### config.mk
export PLATFORM = sky130hd
export DESIGN_NAME = reduce_stream_arbiter
export DESIGN_NICKNAME = d
export VERILOG_FILES = /design/src/rtl/reduce_stream_arbiter.sv
export SDC_FILE = /design/constraint.sdc
export NUM_CORES = 1
export LEC_CHECK = 0
export CAP_MARGIN = 10
export CORE_ASPECT_RATIO = 2
export CORE_MARGIN = 2
export CORE_UTILIZATION = 25
export DETAILED_ROUTE_END_ITERATION = 10
export GPL_TIMING_DRIVEN = 0
export PLACE_DENSITY = 0.72
export SETUP_SLACK_MARGIN = 0.2
export SYNTH_ARGS = -nofsm -noshare
export SYNTH_HDL_FRONTEND = slang
export SYNTH_SLANG_ARGS = --single-unit
### constraint.sdc
create_clock -name clk -period 5.58 [get_ports clk]
set_clock_uncertainty 0.2 [all_clocks]
set_input_delay 0.558 -clock clk [delete_from_list [all_inputs] [get_ports clk]]
set_output_delay 0.558 -clock clk [all_outputs]
set_load 0.03 [all_outputs]
### src/rtl/reduce_stream_arbiter.sv
// Two-requester stream arbiter in front of a shared reduce unit.
// Grants whole streams and routes results back through an owner FIFO.
module reduce_stream_arbiter #(
    parameter int unsigned           DATA_WIDTH  = 17,
    parameter logic [DATA_WIDTH-1:0] DONE_TOKEN  = 17'h10100,
    parameter int unsigned           OWNER_DEPTH = 2
) (
    input  logic                          clk,
    input  logic                          rst_n,
    input  logic                          clk_en,
    input  logic                          flush,
    input  logic                          tile_en,
    input  logic [DATA_WIDTH-1:0]         req0_data,
    input  logic                          req0_valid,
    output logic                          req0_ready,
    input  logic [DATA_WIDTH-1:0]         req1_data,
    input  logic                          req1_valid,
    output logic                          req1_ready,
    output logic [DATA_WIDTH-1:0]         red_data_in,
    output logic                          red_data_in_valid,
    input  logic                          red_data_in_ready,
    input  logic [DATA_WIDTH-1:0]         red_data_out,
    input  logic                          red_data_out_valid,
    output logic                          red_data_out_ready,
    output logic [DATA_WIDTH-1:0]         out0_data,
    output logic                          out0_valid,
    input  logic                          out0_ready,
    output logic [DATA_WIDTH-1:0]         out1_data,
    output logic                          out1_valid,
    input  logic                          out1_ready,
    output logic                          grant_id,
    output logic                          busy,
    output logic [$clog2(OWNER_DEPTH):0]  owner_count
);

    localparam int unsigned AW = $clog2(OWNER_DEPTH);
    localparam logic [AW:0] FULL_CNT = (AW+1)'(OWNER_DEPTH);

    typedef enum logic [1:0] {
        IDLE  = 2'd0,
        LOCK0 = 2'd1,
        LOCK1 = 2'd2
    } state_e;

    state_e                 state_q, state_d;
    logic                   last_grant_q, last_grant_d;
    logic [OWNER_DEPTH-1:0] owner_q, owner_d;
    logic [AW-1:0]          wr_ptr_q, wr_ptr_d;
    logic [AW-1:0]          rd_ptr_q, rd_ptr_d;
    logic [AW:0]            count_q, count_d;

    logic act;
    logic fifo_full;
    logic fifo_empty;
    logic head;
    logic push;
    logic pop;
    logic in_done;
    logic grant_sel;

    // Flush also gates handshakes so nothing transfers on the clearing edge.
    assign act        = clk_en & tile_en & ~flush;
    assign fifo_full  = (count_q == FULL_CNT);
    assign fifo_empty = (count_q == '0);
    assign head       = owner_q[rd_ptr_q];

    assign grant_id    = last_grant_q;
    assign busy        = (state_q != IDLE);
    assign owner_count = count_q;

    always_comb begin
        red_data_in       = '0;
        red_data_in_valid = 1'b0;
        req0_ready        = 1'b0;
        req1_ready        = 1'b0;
        unique case (state_q)
            LOCK0: begin
                red_data_in       = req0_data;
                red_data_in_valid = act & req0_valid;
                req0_ready        = act & red_data_in_ready;
            end
            LOCK1: begin
                red_data_in       = req1_data;
                red_data_in_valid = act & req1_valid;
                req1_ready        = act & red_data_in_ready;
            end
            default: begin
            end
        endcase
    end

    always_comb begin
        out0_data          = red_data_out;
        out1_data          = red_data_out;
        out0_valid         = 1'b0;
        out1_valid         = 1'b0;
        red_data_out_ready = 1'b0;
        if (act && !fifo_empty) begin
            if (head) begin
                out1_valid         = red_data_out_valid;
                red_data_out_ready = out1_ready;
            end else begin
                out0_valid         = red_data_out_valid;
                red_data_out_ready = out0_ready;
            end
        end
    end

    assign in_done = red_data_in_valid & red_data_in_ready
                   & (red_data_in == DONE_TOKEN);
    assign pop     = red_data_out_valid & red_data_out_ready
                   & (red_data_out == DONE_TOKEN);

    // Fullness is judged on the registered count, so a same-cycle pop
    // never lets a grant through.
    assign push      = act & (state_q == IDLE) & ~fifo_full
                     & (req0_valid | req1_valid);
    assign grant_sel = (req0_valid & req1_valid) ? ~last_grant_q
                                                 : req1_valid;

    always_comb begin
        state_d      = state_q;
        last_grant_d = last_grant_q;
        owner_d      = owner_q;
        wr_ptr_d     = wr_ptr_q;
        rd_ptr_d     = rd_ptr_q;
        count_d      = count_q;

        unique case (state_q)
            IDLE: begin
                if (push) begin
                    state_d = grant_sel ? LOCK1 : LOCK0;
                end
            end
            LOCK0, LOCK1: begin
                if (in_done) begin
                    state_d = IDLE;
                end
            end
            default: state_d = IDLE;
        endcase

        if (push) begin
            last_grant_d      = grant_sel;
            owner_d[wr_ptr_q] = grant_sel;
            wr_ptr_d          = wr_ptr_q + 1'b1;
        end
        if (pop) begin
            rd_ptr_d = rd_ptr_q + 1'b1;
        end

        unique case ({push, pop})
            2'b10:   count_d = count_q + 1'b1;
            2'b01:   count_d = count_q - 1'b1;
            default: count_d = count_q;
        endcase

        if (clk_en && flush) begin
            state_d      = IDLE;
            last_grant_d = 1'b1;
            owner_d      = '0;
            wr_ptr_d     = '0;
            rd_ptr_d     = '0;
            count_d      = '0;
        end
    end

    always_ff @(posedge clk or negedge rst_n) begin
        if (!rst_n) begin
            state_q      <= IDLE;
            last_grant_q <= 1'b1;
            owner_q      <= '0;
            wr_ptr_q     <= '0;
            rd_ptr_q     <= '0;
            count_q      <= '0;
        end else begin
            state_q      <= state_d;
            last_grant_q <= last_grant_d;
            owner_q      <= owner_d;
            wr_ptr_q     <= wr_ptr_d;
            rd_ptr_q     <= rd_ptr_d;
            count_q      <= count_d;
        end
    end

endmodule

==> impl_metrics.ini <==
[flow_run]
drv_cap = 0

[route]
postRouteAntennaNets = 0
wl_per_cell_um = 13.5
drtIter0Drc = 66
drc = 0
firstDrtPassIters = 4
num_vias = 1600
vias_per_cell = 4.62
wirelength_um = 4690

[clock_tree]
cts_root_buf = clkbuf_8
post-cts-setup-buffers = 0
cts_buffer_depth = 2
post_cts_resize_count = 0
cts-buffers-inserted = 3
htree_num_levels = 1
ctsHoldBuffers = 0
clock_latency_ps = 230
cts_sinks = 9
cts_tree = yes
path_clk_slew_ps = 40

[grt]
overflow = 0
grt_use_total_pct = 16.1
first_global_vias = 1641
grt_start_max_net_pins = 11
antenna_found_initial = 0
grt_pass1_wl_um = 7640

[setup_path]
path_delay_family = buffers and inverters
end_kind = output port
path_buf_inv = 5
path_class = register to output port
crit_top_cell = inv_1
crit_slowest_cell = clkdlybuf4s50_1
crit_required_ps = 4820
crit_path_cell_trace = inv_1 -> ha_1 -> inv_1 -> buf_2 -> buf_1 -> nor2_1 -> clkdlybuf4s50_1
cp_max_fo = 10
startpoint_type = register
cp_slowest_stage_delay_ps = 610
worstPathArrival_ps = 2490

[synthesis]
ys_warn_count = 0
ys_ff_latch = 9
yosys.area.top_type_share_pct = 19.9
async_flop_share_pct = 100
avgSynthCellArea_sq_um = 8.16
yosysTopAreaCell = buf_4
synth_common_cells = buf_4 (35), nor2_1 (26), a22oi_1 (11)
syn-cell-area_sq_um = 1320
synth_flop_cell = dfrtp_1
ys_seq_area_share_pct = 17.1
synth_area_leaders = buf_4 (20%), dfrtp_1 (15%), nor2_1 (7.4%)
synth_most_common_cell = buf_4
ys_types = 45
synth_edf_count = 0
syn_inst = 162
syn_nets = 228

[sta]
rsz0062_at_grt = no
hold_viol_final = 0
setup_violations = 0
min_period_ps = 3240
clock.fmax_mhz = 308
tightestPinTransition_ps = 562
drv_slew = 0
setup_tns_ps = 0
slew_headroom_pct = 62.1
period_share_pct = 58.1

[placed_design]
place_congestion = 0.776
io_buffers = 122
dp_hpwl_um = 4120

[finish]
nets = 355
drive_above_1_share_pct = 19.8
area_growth_pct = 101
antenna_cells = 0

[power]
peakVddDrop_v = 0.000120
leakage_uw = 0.00104
pwr_density_cell_nw_per_um2 = 185
power_uw = 491

[status]
outcome = complete, no violations

[floorplan]
dieHeight_um = 107
io_pins = 123
core_sq_um = 5140
std_cell_rows = 37
die_x_um = 55.4
die-area_sq_um = 5920
start_util_pct = 25.7

[hold_path]
hp-class = register to register
-- flip-flops by register name, summed over array words and instances, names as in the netlist --
signal       flops
owner_count      2
owner_q          2
state_q          2
grant_id         1
rd_ptr_q         1
wr_ptr_q         1
-- report_power, final --
| group | leakage, uW | internal, uW | switching [uW] |
|---|---|---|---|
| sequential | 0.000120 | 75.2 | 9.04 |
| combinational | 0.000901 | 156 | 176 |
| clock | 0.0000228 | 49.8 | 25.7 |
-- kinds of logic after synthesis --
kind of cell | Yosys count | synth area share (%)
and+or+nand+nor | 55 | 24.4
buffers and inverters | 48 | 25.4
AOI/OAI and AO/OA | 38 | 23.6
DFF | 9 | 17.1
xor gates and xnor gates | 4 | 2.65
muxes | 4 | 3.12
adders and majority gates | 4 | 3.78
-- placed cells by master (no fill, tap or decap), types with 4 or more instances in the layout --
cell,n
dfrtp_1,8
and2_1,4
nand2_1,6
a22oi_2,6
inv_1,6
a22oi_1,11
nor2_1,26
buf_4,35
clkdlybuf4s50_1,122
ha_1,4
-- final timing paths --
path / startpoint / end / slack, ps / cells after the start
worst max-delay path: state_q[1] / red_data_in[5] / 2340 / 7
worst min register to register: grant_id / grant_id / 300 / 2
min in group asynchronous: rst_n / owner_q[0] / 430 / 1
max in group asynchronous: rst_n / grant_id / 4430 / 1
worst min-delay path: grant_id / grant_id / 300 / 2
worst max register to register: rd_ptr_q / owner_count[1] / 3180 / 7
-- tightest hold or removal path: stages, from the launching register on --
cell	delay (ps)
dfstp_2	370
nand2_1	50
o211ai_1	70
-- per-layer routing --
| metal | GRT usage [%] | wire, um | share of wire (%) | vias up |
|---|---|---|---|---|
| li1 | - | - | - | 800 |
| met1 | 15.6 | 1600 | 34 | 712 |
| met2 | 31.5 | 2700 | 58 | 84 |
| met3 | 3.38 | 307 | 6.6 | 4 |
| met4 | 6.79 | 82 | 1.7 | 0 |
| met5 | 0 | 0 | 0 | - |
-- area by class of cell --
cell class / count / area [sq um]
Buffer: 41 / 309
Tap cell: 58 / 72.6
Fill cell: 498 / 2480
Timing Repair Buffer: 122 / 1220
Multi-Input combinational cell: 105 / 761
Clock buffer: 4 / 45.0
Inverter: 7 / 26.3
Sequential cell: 9 / 226
-- metrics by stage --
step,cells,instance area [sq um],utilization (%),hold WS (ps),setup WS [ps]
6_report,346,2660,51.8,305,2340
5_1_grt,346,2660,51.8,357,2110
4_1_cts,346,2660,51.8,306,2290
3_5_place_dp,342,2620,50.9,300,2510
3_3_place_gp,342,2620,50.9,295,2510
2_1_floorplan,162,1320,-,62.4,2970
Note: power is estimated with default switching activity, not from simulation.
